**src/rtl/instr_fetch.sv**
```systemverilog
// instr_fetch: PC register plus small fetch queue feeding decode; optional
// accepted-instruction counter on fetch_count when IFETCH_PERF_CNT_EN is defined.
module instr_fetch #(
  parameter logic [31:0] RESET_PC    = 32'h0000_0000,
  parameter int          QUEUE_DEPTH = 2
) (
  input  logic        clk,
  input  logic        rst_n,
  input  logic        fetch_en,
  output logic [31:0] Rom_addr,
  input  logic [31:0] Rom_data,
  input  logic        redirect_valid,
  input  logic [31:0] redirect_pc,
  output logic        if_valid,
  input  logic        if_ready,
  output logic [31:0] if_instr,
  output logic [31:0] if_pc
`ifdef IFETCH_PERF_CNT_EN
  ,
  output logic [31:0] fetch_count
`endif
);
  localparam int PW = $clog2(QUEUE_DEPTH);
  localparam logic [PW:0] DEPTH = (PW+1)'(QUEUE_DEPTH);
  logic [31:0] pc_q, pc_d;
  logic [PW:0] count_q, count_d;
  logic [PW-1:0] rd_ptr_q, rd_ptr_d, wr_ptr_q, wr_ptr_d;
  logic [31:0] mem_pc_q [QUEUE_DEPTH];
  logic [31:0] mem_pc_d [QUEUE_DEPTH];
  logic [31:0] mem_instr_q [QUEUE_DEPTH];
  logic [31:0] mem_instr_d [QUEUE_DEPTH];
  logic pop, push;
  assign Rom_addr = pc_q;
  assign if_valid = count_q != '0;
  assign if_instr = mem_instr_q[rd_ptr_q];
  assign if_pc    = mem_pc_q[rd_ptr_q];
  // Next-state: redirect flushes and retargets; otherwise push at tail and pop at head.
  always_comb begin
    pop         = if_valid && if_ready;
    push        = fetch_en && !redirect_valid && (count_q < DEPTH || pop);
    pc_d        = pc_q;
    count_d     = count_q;
    rd_ptr_d    = rd_ptr_q;
    wr_ptr_d    = wr_ptr_q;
    mem_pc_d    = mem_pc_q;
    mem_instr_d = mem_instr_q;
    if (redirect_valid) begin
      pc_d     = redirect_pc & 32'hFFFF_FFFC;
      count_d  = '0;
      rd_ptr_d = '0;
      wr_ptr_d = '0;
    end else begin
      if (push) begin
        mem_pc_d[wr_ptr_q]    = pc_q;
        mem_instr_d[wr_ptr_q] = Rom_data;
        wr_ptr_d              = wr_ptr_q + PW'(1);
        pc_d                  = pc_q + 32'd4;
      end
      rd_ptr_d = pop ? rd_ptr_q + PW'(1) : rd_ptr_q;
      count_d  = count_q + (PW+1)'(push) - (PW+1)'(pop);
    end
  end
  // State registers; reset empties the queue immediately and parks the head on a NOP.
  always_ff @(posedge clk or negedge rst_n) begin
    if (!rst_n) begin
      pc_q     <= RESET_PC;
      count_q  <= '0;
      rd_ptr_q <= '0;
      wr_ptr_q <= '0;
      for (int i = 0; i < QUEUE_DEPTH; i++) begin
        mem_pc_q[i]    <= '0;
        mem_instr_q[i] <= 32'h0000_0013;
      end
    end else begin
      pc_q        <= pc_d;
      count_q     <= count_d;
      rd_ptr_q    <= rd_ptr_d;
      wr_ptr_q    <= wr_ptr_d;
      mem_pc_q    <= mem_pc_d;
      mem_instr_q <= mem_instr_d;
    end
  end
`ifdef IFETCH_PERF_CNT_EN
  logic [31:0] fetch_count_q, fetch_count_d;
  assign fetch_count = fetch_count_q;
  // Count only pops that take effect; a pop squashed by redirect is not counted.
  always_comb fetch_count_d = fetch_count_q + 32'(pop && !redirect_valid);
  // Performance counter register.
  always_ff @(posedge clk or negedge rst_n) begin
    if (!rst_n) fetch_count_q <= '0;
    else fetch_count_q <= fetch_count_d;
  end
`endif
endmodule

```
**config.mk**
```make
export PLATFORM = sky130hd
export DESIGN_NAME = instr_fetch
export DESIGN_NICKNAME = d
export VERILOG_FILES = /design/src/rtl/instr_fetch.sv
export SDC_FILE = /design/constraint.sdc
export NUM_CORES = 1
export LEC_CHECK = 0
export CAP_MARGIN = 5
export CORE_UTILIZATION = 55
export CTS_CLUSTER_DIAMETER = 40
export DETAILED_ROUTE_END_ITERATION = 12
export PLACE_DENSITY = 0.86
export SLEW_MARGIN = 20
export SYNTH_ARGS = -nofsm -noshare
export SYNTH_HDL_FRONTEND = slang
export SYNTH_SLANG_ARGS = --single-unit
export TNS_END_PERCENT = 10
```
**constraint.sdc**
```tcl
create_clock -name clk -period 2.8 [get_ports clk]
set_input_delay 0.42 -clock clk [delete_from_list [all_inputs] [get_ports clk]]
set_output_delay 0.42 -clock clk [all_outputs]
set_load 0.02 [all_outputs]
```
# Word level (Yosys, flattened, before mapping)
# Index checks and enable logic that the tools add are counted.
# W data, S select, Z words.
word_totals:
  regBits: 164
  out_inout_bits: 97
classes:
  add_sub_neg: 5
  magnitude_cmp: 4
  muxes: 17
  n_bitwise: 3
  reduce_logical: 10
op_table:
  columns: ["op", "count"]
  rows:
  - ["$mux W32", 9]
  - ["$bwmux W64", 2]
  - ["$add A32 B3 Y32 const B", 1]
  - ["$demux W32 S1", 1]
  - ["$reduce_bool A2 Y1", 3]
  - ["$ge A2 B2 Y1 const B", 2]
  - ["$logic_and A1 B1 Y1", 4]
  - ["$mux W1", 4]
  - ["$not A1 Y2", 2]
  - ["$add A1 B1 Y1 const B", 2]
  - ["$add A2 B1 Y2", 1]
  - ["$lt A2 B1 Y1 const B", 1]
  - ["$lt A2 B2 Y1 const B", 1]
  - ["$mux W2", 1]
  - ["$reduce_and A2 Y1", 1]
  - ["$sub A2 B1 Y2", 1]
  - ["$logic_not A1 Y1", 1]
  - ["$logic_or A1 B1 Y1", 1]
  - ["$not A1 Y1", 1]

# Longest topological paths before layout
# Gate-level depths: netlist of the first run.
logic_depth:
  ltp_word: 7
  mapped_depth: 9
  mapped_depth_nobuf: 9

# Worst setup path after synthesis of the first run
# Ideal clock, no wire load.
synth_timing:
  path_kind: "input-to-reg"
  startpoint: "input if_ready"
  endpoint: "register mem_pc_q[53] (netlist bit)"
  setup_ns: 0.125
  arrival_time_ns: 1.693
  required_ns: 2.675
  slack_ns: 0.983
  path_stages: 7
  n_path_buf: 1
  cell_sequence: "nand2b_1 -> nand2_1 -> nor2_1 -> inv_1 -> nor2_4 -> buf_2 -> mux2_2"
synth_via:
  elab_chain_len: 4
synth_lines:
  columns: ["element", "line", "text"]
  rows:
  - ["from (decl)", "15", "input logic if_ready,"]
  - ["$logic_and A1 B1 Y1", "39", "pop = if_valid && if_ready;"]
  - ["$logic_or A1 B1 Y1", "40", "push = fetch_en && !redirect_valid && (count_q < DEPTH || pop);"]
  - ["$logic_and A1 B1 Y1", "40", null]
  - ["$reduce_and A2 Y1 (no source line)", null, null]
  - ["to (signal assigned)", "79", "mem_pc_q <= mem_pc_d;"]
  - ["to (decl)", "28", "logic [31:0] mem_pc_q [QUEUE_DEPTH];"]
# No other way between the ends.
# A chain may end at the register's enable or synchronous reset.

# Worst setup path after layout of the first run
layout_timing:
  startpoint: "register rd_ptr_q"
  endpoint: "output if_instr[7]"
layout_via:
  elab_chain_len: 4
layout_lines:
  columns: ["element", "line", "text"]
  rows:
  - ["from (decl)", "27", "logic [PW-1:0] rd_ptr_q, rd_ptr_d, wr_ptr_q, wr_ptr_d;"]
  - ["from (signal assigned)", "77", "rd_ptr_q <= rd_ptr_d;"]
  - ["$not A1 Y2 (implied by the code)", "35", "assign if_instr = mem_instr_q[rd_ptr_q];"]
  - ["$mux W32 (implied by the code) (3 in a row)", "35", null]
  - ["to (decl)", "16", "output logic [31:0] if_instr,"]
# No other way between the ends. The select of a mux whose other input is x is not followed.

==> impl_metrics.ini, run 1 <==
[status]
status = finished clean

[sta]
finClkSkew_ns = 0.007818
finalMaxSlewViolations = 0
slew_headroom_pct = 49.54
fin_crit_sh_pct = 86.90
worst_pin_slew_ns = 0.7568
period_needed_ns = 2.433
setup_viol = 0
rsz0062_at_grt = no
fin_tns_setup_ns = 0
fmax_mhz = 411.0
hold_viol = 0

[yosys]
synth_top_area_cell = dfrtp_1
yosys.cell_count.top_type = mux2_2
synth_seq_cells = 158
postSynthAreaPerCell_sq_um = 13.50
syn_inst = 545
ys_types = 37
synthArstFlopShare_pct = 100.0
yosysWarnings = 0
yosysSeqAreaShare_pct = 53.84
synth_commonest_cells = mux2_2 (183), dfrtp_1 (152), nand2_1 (39), xnor2_1 (23), o21ai_1 (18)
yosys_most_used_dff = dfrtp_1
syn_area_sq_um = 7357
synthTopCellsByArea = dfrtp_1 (52%), mux2_2 (28%), xnor2_1 (2.7%), dfstp_2 (2.1%), nand2_1 (2.0%)
synth_edf_count = 0
yosysTopAreaCellShare_pct = 51.70

[clock_network]
cts_setup_buffers = 0
cts_root_buf = clkbuf_16
insertion_delay_ns = 0.42
htreeDepth = 4
cts.reportedPaths.clkPinSlew_ns = 0.06
postCtsHoldBufs = 0
cts_tree = built
ctsResizeCount = 0
numCtsBuffers = 17
clock_sinks = 158
cts_buffer_depth = 2

[floorplan]
fp.coreArea_sq_um = 12820
ioPinCount = 166
die_w_um = 117.7
die_area_sq_um = 13840
start_util_pct = 57.37
die_h_um = 117.7
rows = 41

[place]
portBuffers = 159
placed_cell_area_sq_um = 9160
place_congestion = 0.7792
detailed_place_hpwl_um = 10840

[routing]
drt_pass1_iterations = 4
wl_um = 16270
drtAntennaViolNets = 0
wire_per_inst_um = 18.24
drc = 0
initialDrtViolationCount = 195
via_per_inst = 5.475
route.vias.total = 4884

[cells_and_area]
n_antenna_cell = 0
fillers = 807
drive_gt1_share_pct = 35.56
final_area_sq_um = 9769
final_nets = 779
syn_to_final_growth_pct = 32.79
regArea_sq_um = 3963
multi_input_area_sq_um = 3204

[setup_path]
cp-end-kind = output port
crit_fanout = 38
regToRegStartpoint = Rom_addr[4]$_DFFE_PN0P_
start_kind = flip-flop
arrival_ns = 2.01
path_class = reg2out
cp.required_ns = 2.38
r2r_cells = 5
reg2reg_to = Rom_addr[22]$_DFFE_PN0P_
r2r_slack_ns = 0.80

[grt]
grt_pass1_vias = 5329
grt_pass1_wl_um = 27390
grt_usage_pct = 25.19
grt-ovfl-total = 0
antenna_found_initial = 0
grt_start_max_net_pins = 85

[run]
maxCapViolations = 0

[worst_hold_path]
hold_path.class = in2async

[pwr]
p_leak_nw = 4.005
powerDensity_nw_per_um2 = 1031
ir_drop_mv = 0.6408
==> state kept, by name (all words and copies together), names as in the netlist <==
register / flops
mem_instr_q: 64
mem_pc_q: 60
Rom_addr: 30
count_q: 2
rd_ptr_q: 1
wr_ptr_q: 1
==> placed cells by master (no fill, tap or decap), drive strengths merged <==
master,synthesis,final
clkdlybuf4s50,0,157
nand4,6,6
o21ai,28,28
and2,2,2
clkinvlp,0,3
conb,1,4
nor4,12,12
or2,1,1
clkinv,0,7
xnor2,23,23
mux2i,1,1
and3,2,2
nor4b,1,1
nand2,39,39
dfstp,6,6
ha,3,3
inv,6,6
nand3,9,9
and4,5,5
dfrtp,152,152
buf,23,16
clkbuf,10,19
nor3,7,7
nor2,8,8
nor2b,1,1
nand2b,1,1
bufinv,0,3
xor2,10,10
mux2,188,188
==> power by group <==
part | switching (W) | internal [W] | leakage (nW) | total (W)
sequential | 0.000492 | 0.00316 | 1.90 | 0.00366
clock | 0.000901 | 0.00143 | 0.289 | 0.00233
combinational | 0.00179 | 0.00230 | 1.82 | 0.00409
total | 0.00319 | 0.00689 | 4.01 | 0.0101
==> through the flow <==
stage                     cells  utilization [%]  setup WS, ns  hold WS (ns)  power, W
after CTS                   892            76.18        0.3472       0.07562   0.01018
final                       892            76.18        0.3668       0.05292   0.01008
after detailed placement    860            71.42        0.3860        0.4750  0.007772
after global placement      860            71.42        0.4021        0.4632  0.007576
after floorplan             548                -        0.9828        0.1244  0.005993
after global routing        892            76.18        0.3059        0.1061   0.01056
==> cell type report <==
type	count	share of cell area (%)
flip-flops and latches	158	40.56
multi-input cells	351	32.80
repair buffers	173	17.97
clock buffers	19	4.534
well taps	172	2.203
clock inverters	13	1.703
inverters	6	0.2305
==> critical path: stages, from the launching register on <==
cell,delay (ns)
dfrtp_2,0.41
buf_12,0.25
mux2_2,0.37
clkdlybuf4s50_1,0.56
==> how the worst max path moves through the flow <==
| stage | start | to | slack [ns] | depth (start not counted) |
|---|---|---|---|---|
| floorplan | if_ready | mem_pc_q[53]$_DFFE_PN0P_ | 0.98 | 7 |
| global placement | fetch_en | mem_pc_q[39]$_DFFE_PN0P_ | 0.40 | 7 |
| detailed placement | fetch_en | mem_pc_q[48]$_DFFE_PN0P_ | 0.39 | 7 |
| CTS | rd_ptr_q$_DFFE_PN0P_ | if_instr[7] | 0.35 | 3 |
| global route | rd_ptr_q$_DFFE_PN0P_ | if_pc[29] | 0.31 | 3 |
| finish | rd_ptr_q$_DFFE_PN0P_ | if_instr[7] | 0.37 | 3 |
==> layer usage <==
layer	vias to the layer above	share of wire, %	global-route usage (%)
li1	2244	-	-
met1	2483	41	31.14
met2	136	52	43.57
met3	21	4.8	5.620
met4	0	1.8	8.413
met5	-	0	0
==> cells by family after synthesis <==
logic type | synth area share [%]
AOI/OAI and AO/OA | 1.905
xor gates and xnor gates | 3.928
adders and majority gates | 0.5103
buffers and inverters | 2.789
DFF | 53.84
muxes | 28.91
other | 0.05097
and+or+nand+nor | 8.061
(Power assumes the default switching activity.)
==> inputs of run 2 (changes only) <==
- CORE_UTILIZATION: 55 -> 56
- CTS_BUF_LIST: unset -> sky130_fd_sc_hd__clkbuf_8
- PLACE_DENSITY: 0.86 -> 0.88
- SKIP_CTS_REPAIR_TIMING: unset -> 1
==> run 2 against run 1 <==
Sequential share of layout area increased by 0.58 points. Clock skew increased by 0.0049 ns. Die area decreased by 1.8%. Hold slack improved by 0.44 ns. Maximum frequency decreased by 3.3%. First-iteration DRC count increased by 22%. Total power decreased by 4.7%.
==> impl_metrics.ini, run 2 (synthesis gave the netlist of run 1 again) <==
[clock_network]
cts_root_buf = clkbuf_8
cts_buffer_depth = 2
cts_tree = built
numCtsBuffers = 17
cts.reportedPaths.clkPinSlew_ns = 0.08
clock_sinks = 158
insertion_delay_ns = 0.47
htreeDepth = 4

[floorplan]
die_h_um = 116.6
start_util_pct = 57.83
ioPinCount = 166
die_area_sq_um = 13600
fp.coreArea_sq_um = 12720
die_w_um = 116.6
rows = 41

[cells_and_area]
layout_common_cells = mux2_2 (183), clkdlybuf4s50_1 (157), dfrtp_1 (151), nand2_1 (38), xnor2_1 (23)
n_antenna_cell = 0
largest-register = mem_instr_q
largest_register_ff_count = 64
final_nets = 779
layout_commonest_cell = mux2_2
post-route-util_pct = 75.70
drive_gt1_share_pct = 35.42
syn_to_final_growth_pct = 30.90

[sta]
finalMaxSlewViolations = 0
fin_crit_sh_pct = 89.86
finClkSkew_ns = 0.01273
setup_viol = 0
period_needed_ns = 2.516
fin_tns_setup_ns = 0
hold_viol = 0
worst_pin_slew_ns = 0.6170
rsz0062_at_grt = no
slew_headroom_pct = 58.87
fmax_mhz = 397.4

[setup_path]
critPathTopFamily = buffers and inverters
cp_slowest_cell = clkdlybuf4s50_1
crit_fanout = 44
path_cells = buf_12, mux2_2, clkdlybuf4s50_1
arrival_ns = 2.10
crit_buf_inv = 2
cp.required_ns = 2.38
cp-startpoint = rd_ptr_q$_DFFE_PN0P_
cp.depth = 3
r2r_slack_ns = 0.74
path_class = reg2out
critPathCapture = if_pc[30]
reg2reg_to = mem_pc_q[58]$_DFFE_PN0P_
r2r_cells = 7
max_stage_delay_ns = 0.57
cp-end-kind = output port
regToRegStartpoint = count_q[1]$_DFF_PN0_
start_kind = flip-flop

[run]
maxCapViolations = 0

[routing]
wire_per_inst_um = 18.06
drt_pass1_iterations = 4
initialDrtViolationCount = 238
route.vias.total = 4917
via_per_inst = 5.512
wl_um = 16110
drtAntennaViolNets = 0
drc = 0

[worst_hold_path]
hold_path.class = in2reg

[grt]
grt_usage_pct = 25.41
antenna_found_initial = 0
grt_pass1_vias = 5212
grt-ovfl-total = 0
grt_start_max_net_pins = 67
grt_pass1_wl_um = 25810

[place]
portBuffers = 159
place_congestion = 0.8087
detailed_place_hpwl_um = 10780

[pwr]
powerDensity_nw_per_um2 = 997.4
p_leak_nw = 3.953
ir_drop_mv = 0.5503

[status]
status = finished clean
run 2: layer usage:
metal  GRT usage (%)  vias to the layer above  wire length, um
met4           10.38                        0              336
met5               0                        -                0
li1                -                     2240                -
met1           30.09                     2489             6489
met3           8.044                       29             1207
met2           43.00                      159             8077
run 2: cell type report:
type / instances / area [sq um]
timing repair buffer: 173 / 1770
multi-input combinational: 351 / 3204
tap: 172 / 215.2
inverter: 6 / 22.52
fill: 832 / 3092
clock inverter: 13 / 193.9
sequential: 158 / 3963
clock buffer: 19 / 261.5
run 2: worst min path at each step:
stage,startpoint,end,slack [ns],cells after the start
after floorplan,rst_n,Rom_addr[10]$_DFFE_PN0P_,0.12,0
after global placement,rst_n,mem_instr_q[35]$_DFFE_PN0P_,0.44,1
after detailed placement,rst_n,mem_instr_q[3]$_DFFE_PN0P_,0.45,1
after CTS,rst_n,mem_instr_q[38]$_DFFE_PN0P_,-0.06,1
after global routing,redirect_pc[31],Rom_addr[31]$_DFFE_PN0P_,0.49,3
final,redirect_pc[31],Rom_addr[31]$_DFFE_PN0P_,0.50,3
run 2: where the power goes:
group / internal (W) / switching, W / leakage, nW
Combinational: 0.00230 / 0.00178 / 1.82
Clock: 0.00110 / 0.000799 / 0.232
Sequential: 0.00316 / 0.000475 / 1.90
Total: 0.00655 / 0.00305 / 3.95
run 2: worst register-to-register path, delay by kind of cell (launching register included):
| family | cells | cell delay, ns |
|---|---|---|
| and+or+nand+nor | 4 | 0.81 |
| DFF | 1 | 0.40 |
| buffers and inverters | 2 | 0.38 |
| muxes | 1 | 0.37 |
run 2: per-stage QoR:
stage | std cells | worst slack (ns) | hold WS (ns) | total power [W] | cell area [sq um]
floorplan | 548 | 0.9828 | 0.1244 | 0.005993 | 7368
global placement | 859 | 0.2689 | 0.4426 | 0.007575 | 9165
detailed placement | 859 | 0.2081 | 0.4519 | 0.007754 | 9165
CTS | 891 | 0.2475 | -0.05599 | 0.009695 | 9620
global route | 892 | 0.2000 | 0.4864 | 0.01012 | 9630
finish | 892 | 0.2839 | 0.4969 | 0.009605 | 9630
